$ cat config.mk
export PLATFORM = sky130hd
export DESIGN_NAME = rns_domain_sequencer
export DESIGN_NICKNAME = d
export VERILOG_FILES = /design/src/rtl/rns_domain_sequencer.sv
export SDC_FILE = /design/constraint.sdc
export NUM_CORES = 1
export LEC_CHECK = 0
export ABC_CLOCK_PERIOD_IN_PS = 2500
export BUFFER_PORTS_ARGS = -buffer_cell sky130_fd_sc_hd__buf_4
export CORE_UTILIZATION = 45
export CTS_BUF_LIST = sky130_fd_sc_hd__clkbuf_8 sky130_fd_sc_hd__clkbuf_16
export DETAILED_ROUTE_END_ITERATION = 7
export HOLD_SLACK_MARGIN = 0.1
export PLACE_DENSITY = 0.87
export SETUP_SLACK_MARGIN = 0.15
export SLEW_MARGIN = 10
export SYNTH_ARGS = -nofsm -noshare
export SYNTH_HDL_FRONTEND = slang
export SYNTH_SLANG_ARGS = --single-unit
$ cat constraint.sdc
create_clock -name i_clk -period 2.5 [get_ports i_clk]
set_clock_uncertainty 0.15 [all_clocks]
set_input_delay 0.125 -clock i_clk [delete_from_list [all_inputs] [get_ports i_clk]]
set_output_delay 0.125 -clock i_clk [all_outputs]
set_load 0.1 [all_outputs]
$ cat src/rtl/rns_domain_sequencer.sv
// rns_domain_sequencer
// Time-multiplexes one shared 8-bit residue ALU slice across all RNS domains
// of a full-width operation. One operation is accepted from the EX operand
// selection stage. One domain is issued to the slice per cycle. Results are
// written back into the full-width response in arrival (issue) order. While
// the sequencer is busy, a stall request is held towards fetch/IFID.
//
// Parameters
//   NUM_DOMAINS  number of 8-bit residue domains (1..8)
//   SLICE_LAT    slice issue-to-result latency (1..4). Informational only:
//                completion is tracked purely by i_slice_res_valid.
//   OPCODE_WID   opcode width forwarded to the slice
//   DOM_W        domain index width, max(1, clog2(NUM_DOMAINS))
//
// Ports
//   i_clk, i_reset             clock; synchronous active-low reset
//   i_req_valid/o_req_ready    request handshake
//   i_req_opcode, i_req_op1/2  opcode and full-width operands (domain d at [8d+7:8d])
//   i_req_dest                 destination register address
//   i_flush                    abort the current operation (taken branch)
//   o_slice_valid/opcode/domain/op1/op2   slice issue interface
//   i_slice_res_valid/res/cout            slice result interface (in issue order)
//   o_rsp_valid/i_rsp_ready    response handshake
//   o_rsp_result/dest/cout     assembled result, latched dest, per-domain carries
//   o_stall                    pipeline hold request
//
// Configuration macro
//   RNS_SEQ_COUT_EN  when defined, slice carry-outs are captured per domain
//                    into o_rsp_cout; otherwise o_rsp_cout is tied to zero.

module rns_domain_sequencer #(
  parameter int NUM_DOMAINS = 1,
  parameter int SLICE_LAT   = 1,
  parameter int OPCODE_WID  = 4,
  localparam int DOM_W      = (NUM_DOMAINS > 1) ? $clog2(NUM_DOMAINS) : 1
) (
  input  logic                     i_clk,
  input  logic                     i_reset,
  input  logic                     i_req_valid,
  output logic                     o_req_ready,
  input  logic [OPCODE_WID-1:0]    i_req_opcode,
  input  logic [NUM_DOMAINS*8-1:0] i_req_op1,
  input  logic [NUM_DOMAINS*8-1:0] i_req_op2,
  input  logic [2:0]               i_req_dest,
  input  logic                     i_flush,
  output logic                     o_slice_valid,
  output logic [OPCODE_WID-1:0]    o_slice_opcode,
  output logic [DOM_W-1:0]         o_slice_domain,
  output logic [7:0]               o_slice_op1,
  output logic [7:0]               o_slice_op2,
  input  logic                     i_slice_res_valid,
  input  logic [7:0]               i_slice_res,
  input  logic                     i_slice_cout,
  output logic                     o_rsp_valid,
  input  logic                     i_rsp_ready,
  output logic [NUM_DOMAINS*8-1:0] o_rsp_result,
  output logic [2:0]               o_rsp_dest,
  output logic [NUM_DOMAINS-1:0]   o_rsp_cout,
  output logic                     o_stall
);

  localparam int W     = NUM_DOMAINS * 8;
  // Counters must be able to hold NUM_DOMAINS itself (issued / collected count).
  localparam int CNT_W = $clog2(NUM_DOMAINS + 1);
  localparam logic [CNT_W-1:0] LAST_DOM = CNT_W'(NUM_DOMAINS - 1);
  localparam logic [CNT_W-1:0] ALL_DOM  = CNT_W'(NUM_DOMAINS);
  localparam int unused_slice_lat = SLICE_LAT;

  typedef enum logic [2:0] {
    S_IDLE,
    S_ISSUE,
    S_COLLECT,
    S_RESP,
    S_ABORT
  } state_t;

  state_t                r_state;
  logic [OPCODE_WID-1:0] r_opcode;
  logic [W-1:0]          r_op1;
  logic [W-1:0]          r_op2;
  logic [W-1:0]          r_result;
  logic [2:0]            r_dest;
  // In ISSUE/COLLECT: number of domains issued. In ABORT: results still in flight.
  logic [CNT_W-1:0]      r_issue_cnt;
  logic [CNT_W-1:0]      r_coll_cnt;

  logic                  w_issue;
  logic                  w_collect;
  logic                  w_accept;
  logic [7:0]            w_op1_byte;
  logic [7:0]            w_op2_byte;

  // A flush kills the issue in the very cycle it is raised.
  assign w_issue   = (r_state == S_ISSUE) && !i_flush;
  assign w_collect = i_slice_res_valid && (r_coll_cnt < ALL_DOM) &&
                     ((r_state == S_ISSUE) || (r_state == S_COLLECT));
  assign w_accept  = (r_state == S_IDLE) && i_req_valid;

  // Select the residues of the domain currently being issued.
  always_comb begin
    w_op1_byte = 8'h00;
    w_op2_byte = 8'h00;
    for (int d = 0; d < NUM_DOMAINS; d++) begin
      if (r_issue_cnt == CNT_W'(d)) begin
        w_op1_byte = r_op1[d*8 +: 8];
        w_op2_byte = r_op2[d*8 +: 8];
      end
    end
  end

  always_ff @(posedge i_clk) begin
    if (!i_reset) begin
      r_state     <= S_IDLE;
      r_opcode    <= '0;
      r_op1       <= '0;
      r_op2       <= '0;
      r_result    <= '0;
      r_dest      <= '0;
      r_issue_cnt <= '0;
      r_coll_cnt  <= '0;
    end else begin
      // Results land in byte [collect counter]; arrival order equals issue order.
      if (w_collect) begin
        for (int d = 0; d < NUM_DOMAINS; d++) begin
          if (r_coll_cnt == CNT_W'(d)) begin
            r_result[d*8 +: 8] <= i_slice_res;
          end
        end
        r_coll_cnt <= r_coll_cnt + 1'b1;
      end

      case (r_state)
        S_IDLE: begin
          if (i_req_valid) begin
            r_opcode    <= i_req_opcode;
            r_op1       <= i_req_op1;
            r_op2       <= i_req_op2;
            r_dest      <= i_req_dest;
            r_result    <= '0;
            r_issue_cnt <= '0;
            r_coll_cnt  <= '0;
            r_state     <= S_ISSUE;
          end
        end

        S_ISSUE: begin
          if (i_flush) begin
            // A result arriving in the flush cycle is already accounted as discarded.
            r_issue_cnt <= r_issue_cnt - r_coll_cnt - CNT_W'(w_collect);
            r_state     <= S_ABORT;
          end else begin
            r_issue_cnt <= r_issue_cnt + 1'b1;
            if (r_issue_cnt == LAST_DOM) begin
              r_state <= S_COLLECT;
            end
          end
        end

        S_COLLECT: begin
          if (i_flush) begin
            r_issue_cnt <= r_issue_cnt - r_coll_cnt - CNT_W'(w_collect);
            r_state     <= S_ABORT;
          end else if ((r_coll_cnt == ALL_DOM) ||
                       (w_collect && (r_coll_cnt == LAST_DOM))) begin
            r_state <= S_RESP;
          end
        end

        S_RESP: begin
          if (i_flush || i_rsp_ready) begin
            r_state <= S_IDLE;
          end
        end

        S_ABORT: begin
          if (r_issue_cnt == '0) begin
            r_state <= S_IDLE;
          end else if (i_slice_res_valid) begin
            r_issue_cnt <= r_issue_cnt - 1'b1;
            if (r_issue_cnt == CNT_W'(1)) begin
              r_state <= S_IDLE;
            end
          end
        end

        default: r_state <= S_IDLE;
      endcase
    end
  end

`ifdef RNS_SEQ_COUT_EN
  logic [NUM_DOMAINS-1:0] r_cout;

  // Carry-out captured alongside each result, cleared on accept.
  always_ff @(posedge i_clk) begin
    if (!i_reset) begin
      r_cout <= '0;
    end else if (w_accept) begin
      r_cout <= '0;
    end else if (w_collect) begin
      for (int d = 0; d < NUM_DOMAINS; d++) begin
        if (r_coll_cnt == CNT_W'(d)) begin
          r_cout[d] <= i_slice_cout;
        end
      end
    end
  end

  assign o_rsp_cout = r_cout;
`else
  logic w_unused_cout;
  logic w_unused_accept;

  assign w_unused_cout   = i_slice_cout;
  assign w_unused_accept = w_accept;
  assign o_rsp_cout      = '0;
`endif

  assign o_req_ready    = (r_state == S_IDLE) && i_reset;
  assign o_stall        = i_reset && ((r_state != S_IDLE) || i_req_valid);
  assign o_slice_valid  = w_issue;
  assign o_slice_opcode = r_opcode;
  assign o_slice_domain = (NUM_DOMAINS == 1) ? '0 : r_issue_cnt[DOM_W-1:0];
  assign o_slice_op1    = w_op1_byte;
  assign o_slice_op2    = w_op2_byte;
  assign o_rsp_valid    = (r_state == S_RESP);
  assign o_rsp_result   = r_result;
  assign o_rsp_dest     = r_dest;

endmodule

After elaboration in Yosys (flattened, before gate mapping)

Index checks and enable logic that the tools add are counted.

$add $sub $neg: 5
Order comparisons: 1
Equality and inequality tests: 10
Multiplexer cells: 24
Bitwise gates (word level): 1
Reductions and logical operators: 17

Operators with widths:

| kind                  | number |
|---|---|
| $mux W8               | 6 |
| $mux W3               | 8 |
| $pmux W3 S5           | 1 |
| $mux W1               | 8 |
| $eq A3 B2 Y1 const B  | 2 |
| $logic_and A1 B1 Y1   | 6 |
| $ne A3 B3 Y1 const B  | 2 |
| $reduce_and A5 Y1     | 1 |
| $logic_or A1 B1 Y1    | 4 |
| $ne A2 B2 Y1 const B  | 2 |
| $pmux W1 S4           | 1 |
| $reduce_bool A4 Y1    | 1 |
| $eq A3 B1 Y1 const B  | 1 |
| $eq A3 B3 Y1 const B  | 1 |
| $logic_not A3 Y1      | 1 |
| $ne A3 B2 Y1 const B  | 1 |
| $reduce_and A3 Y1     | 1 |
| $reduce_bool A3 Y1    | 1 |
| $add A1 B1 Y1 const B | 2 |
| $ne A2 B1 Y1 const B  | 1 |
| $reduce_and A2 Y1     | 1 |
| $sub A1 B1 Y1         | 2 |
| $logic_not A1 Y1      | 1 |
| $lt A1 B1 Y1 const B  | 1 |
| 2 further kinds       | 2 |

Register bits after elaboration: 36
Output and inout bits: 37
Logic and storage cells: 66

Logic depth before layout (Yosys ltp)

Depth in word-level cells: 8
Mapped depth: 9
Mapped depth without buffers: 7

Least setup slack after synthesis

Ideal clock, no wire load.

Kind: register -> output
Start: reg r_state[1]
End: out o_slice_valid
Arrival time: 2,668 ps
Data required time: 2,225 ps
Slack: -443 ps
Cell stages (with the launch flop): 4
Path buffers: 2
Cells stage by stage: dfxtp_1 > buf_4 > buf_2 > nor3_1

Word-level cells in the longest chain between the ends: 2

Ends and longest elaborated chain:

| element                | line | source |
|---|---|---|
| start, declared        | 77   | `state_t r_state;` |
| start signal, assigned | 113  | `r_state <= S_IDLE;` |
| start signal, assigned | 142  | `r_state <= S_ISSUE;` |
| start signal, assigned | 150  | `r_state <= S_ABORT;` |
| $eq A3 B1 Y1           | 94   | `assign w_issue = (r_state == S_ISSUE) && !i_flush;` |
| $logic_and A1 B1 Y1    | 94   |  |
| end, declared          | 46   | `output logic o_slice_valid,` |

Every way passes these cells.

Worst setup path after layout

Start: reg r_state[0]
End: reg r_issue_cnt

Word-level cells in the longest chain between the ends: 6
Elaborated cells on any way between the ends: 14
Those cells by class: add/sub: 1; eq/ne: 5; mux: 3; reduce/logical: 5

Ends and longest elaborated chain:

| element                                             | line     | source |
|---|---|---|
| $eq A3 B1 Y1 / $eq A3 B2 Y1 (equally long branches) | 96, 132  |  |
| $logic_or A1 B1 Y1                                  | 96       | `((r_state == S_ISSUE) \|\| (r_state == S_COLLECT));` |
| $logic_and A1 B1 Y1                                 | 95       | `assign w_collect = i_slice_res_valid && (r_coll_cnt < ALL_DOM) &&` |
| $sub A1 B1 Y1                                       | 149, 161 |  |
| $mux W1 (on tied branches)                          | 160, 147 |  |
| $pmux W1 S4                                         | 132      | `case (r_state)` |
| end signal, assigned                                | 149      | `r_issue_cnt <= r_issue_cnt - r_coll_cnt - CNT_W'(w_collect);` |
| end signal, assigned                                | 152      | `r_issue_cnt <= r_issue_cnt + 1'b1;` |
| end signal, assigned                                | 161      | `r_issue_cnt <= r_issue_cnt - r_coll_cnt - CNT_W'(w_collect);` |
| end, declared                                       | 84       | `logic [CNT_W-1:0] r_issue_cnt;` |

Several ways; a longest one is shown, not always the timed one. The select of a mux whose other input is x is not followed.
A chain may end at the register's enable or synchronous reset.

==> key figures <==
Cells and area
  • Layout Nets: 349
  • P&R area growth vs syn: 55.2%
  • Commonest non-fill, non-tap cell in the layout: buf_4
  • Final Util: 75.0%
  • Most frequent cells in the layout: buf_4 (78), nand2_1 (52), dlygate4sd3_1 (37)
  • Share of layout cells above drive strength 1: 35.7%
  • # diodes: 0
  • FILL cells: 274
  • Non-Filler Instances: 359
  • Final instance area: 2810 um2

Synthesis
  • Number of synthesized flops with an enable pin: 0
  • Synth async-reset ratio: 0%
  • Cells after Synth: 205
  • Warnings, synthesis: 0
  • Syn Std Cell Area: 1810 um2
  • Cell variety after synth: 38
  • Seq cells post-synth: 36
  • Sequential share of the synthesized area: 39.9%
  • Ys flop type: dfxtp_1
  • Syn Area/Cell: 8.82 um2

Die
  • Die Y-Extent: 65.4 um
  • Row count: 22
  • Starting Density: 48.3%
  • Die area: 4280 um2
  • Core Box Area: 3740 um2
  • Die width: 65.4 um
  • I/O pin count: 75

Timing
  • Min cycle time layout: 2.17 ns
  • Part of the cycle the worst path needs: 86.7%
  • Fmax: 0.461 GHz
  • Max-slew violations: 0
  • Setup violations, final: 0
  • RSZ-0062 raised after global routing: false
  • Final Hold Vio Count: 0
  • Total negative setup slack: 0 ns

GRT
  • Largest net degree at the start of global routing: 33
  • Number of global-route vias before repair: 1651
  • GRT Total Usage: 24.4%
  • GRT overflow: 0
  • Initial antenna violation count: 0
  • First-pass GRT wire length: 7.78 mm

Detailed routing
  • Post-route ant nets: 0
  • DR iter-0 viols: 97
  • TritonRoute pass-1 iters: 4
  • Vias: 1755
  • Wire length per cell: 13.3 um
  • # DRC: 0
  • Drt total wl: 4.76 mm
  • Vias/cell: 4.89

Worst hold path
  • Worst hold path class: in2reg

Pwr
  • Final Total Pwr: 1.61 mW
  • PwrDens: 575 nW/um2
  • Peak VDD IR: 0.491 mV
  • Pleak: 1.28 nW

Clock tree
  • Num CTS Buffers: 5
  • Longest Clk Path Bufs: 2
  • Htree depth: 2
  • TritonCTS clock tree: yes
  • Clk slew on worst S/H paths: 0.07 ns
  • Clk_lat worst skew: 0.28 ns
  • Sink Count: 36
  • Post_cts resized: 0
  • Root Buffer Master: clkbuf_8

Placement
  • Placed instance count: 314
  • DP Area: 2350 um2
  • Gpl congestion: 0.747
  • Number of port buffers: 71
  • Post-DP HPWL: 2.71 mm

Worst setup path
  • Type of origin of the critical path: flop
  • Worst-path fanout max: 4
  • Arrival time at the worst endpoint: 2.18 ns
  • Crit-path slowest cell: ha_1
  • Cell Chain, Critical Path: xor2_1 -> nand3_1 -> ha_1 -> and4bb_1 -> a31o_2 -> a311oi_1 -> o31ai_1
  • Critical path class: reg2reg
  • R2R Setup Slk: 0.33 ns
  • Worst path max stage delay: 0.36 ns
  • Critical Path RT: 2.52 ns
  • Setup crit end kind: flop

Outcome
  • Outcome: completed

Run
  • Max-Cap Viols: 0
## cell families after synthesis
kind of cell / Yosys count / synth area share (%)
other: 1 / 0.207
flip-flops: 36 / 39.9
AO/OA/AOI/OAI: 38 / 19.8
XOR/XNOR: 2 / 0.969
multiplexers: 11 / 6.23
AND/OR/NAND/NOR: 97 / 25.6
buffers and inverters: 19 / 6.64
adder cells (fa/ha/maj): 1 / 0.692
## worst max-delay path: cells and delay by family (launching register included)
kind | cells | cell delay (ns)
xor+xnor | 1 | 0.21
simple gates | 2 | 0.37
compound gates | 3 | 0.62
fa+ha+maj | 1 | 0.36
flops | 1 | 0.34
## final cells by class
type / count / area, um2 / share of cell area [%]
tap: 48 / 60.1 / 2.14
clock inverter: 2 / 7.51 / 0.267
timing repair buffer: 115 / 956 / 34.1
clock buffer: 6 / 82.6 / 2.94
multi-input combinational: 151 / 976 / 34.8
sequential: 36 / 721 / 25.7
inverter: 1 / 3.75 / 0.134
## worst paths after layout
path	end	from	depth (start not counted)
worst max-delay path	r_issue_cnt$_SDFFE_PN0P_	r_state[0]$_SDFFE_PN0P_	7
worst min-delay path	r_coll_cnt$_SDFF_PN0_	i_slice_res_valid	4
worst max register to register	r_issue_cnt$_SDFFE_PN0P_	r_state[0]$_SDFFE_PN0P_	7
worst min register to register	r_op1[6]$_SDFFE_PN0P_	r_op1[6]$_SDFFE_PN0P_	2
## Yosys cell counts (3+ instances only)
library cell,number,area share [%]
clkbuf_1,4,0.83
mux2i_1,9,5.0
nor2b_1,17,5.9
nand2_1,52,11
dfxtp_1,36,40
buf_2,6,1.7
a21boi_2,20,12
o21ai_0,4,1.1
buf_4,5,2.1
nor2_1,14,2.9
a21boi_0,3,1.2
buf_6,3,1.9
## layer usage
metal	vias up	track usage (%)	part of all wire [%]
li1	886	-	-
met1	818	27.6	39
met2	42	43.4	55
met3	9	6.60	4.1
met4	0	8.70	1.4
met5	-	0	0
## registers in the layout, summed over array words and instances, names as in the netlist
register / cells
o_rsp_result: 8
r_op1: 8
r_op2: 8
r_coll_cnt: 1
o_slice_opcode: 4
r_issue_cnt: 1
r_state: 3
o_rsp_dest: 3
## report_power, final
group	switching [mW]	internal, mW
registers	0.0163	0.606
logic	0.387	0.187
clock network	0.202	0.217
## stage by stage
step | setup slack [ns] | hold slack, ns
final | 0.332 | 0.274
after global routing | 0.222 | 0.315
after CTS | 0.338 | 0.246
after detailed placement | 0.362 | 0.207
after global placement | 0.467 | 0.207
after floorplan | 0.192 | 0.0917
## timing repair
action | in CTS | in global routing
buffers inserted | 0 | 0
hold buffers | 37 | 0
hold endpoints to repair | 34 | 0
Power figures use the tool's default switching activity.
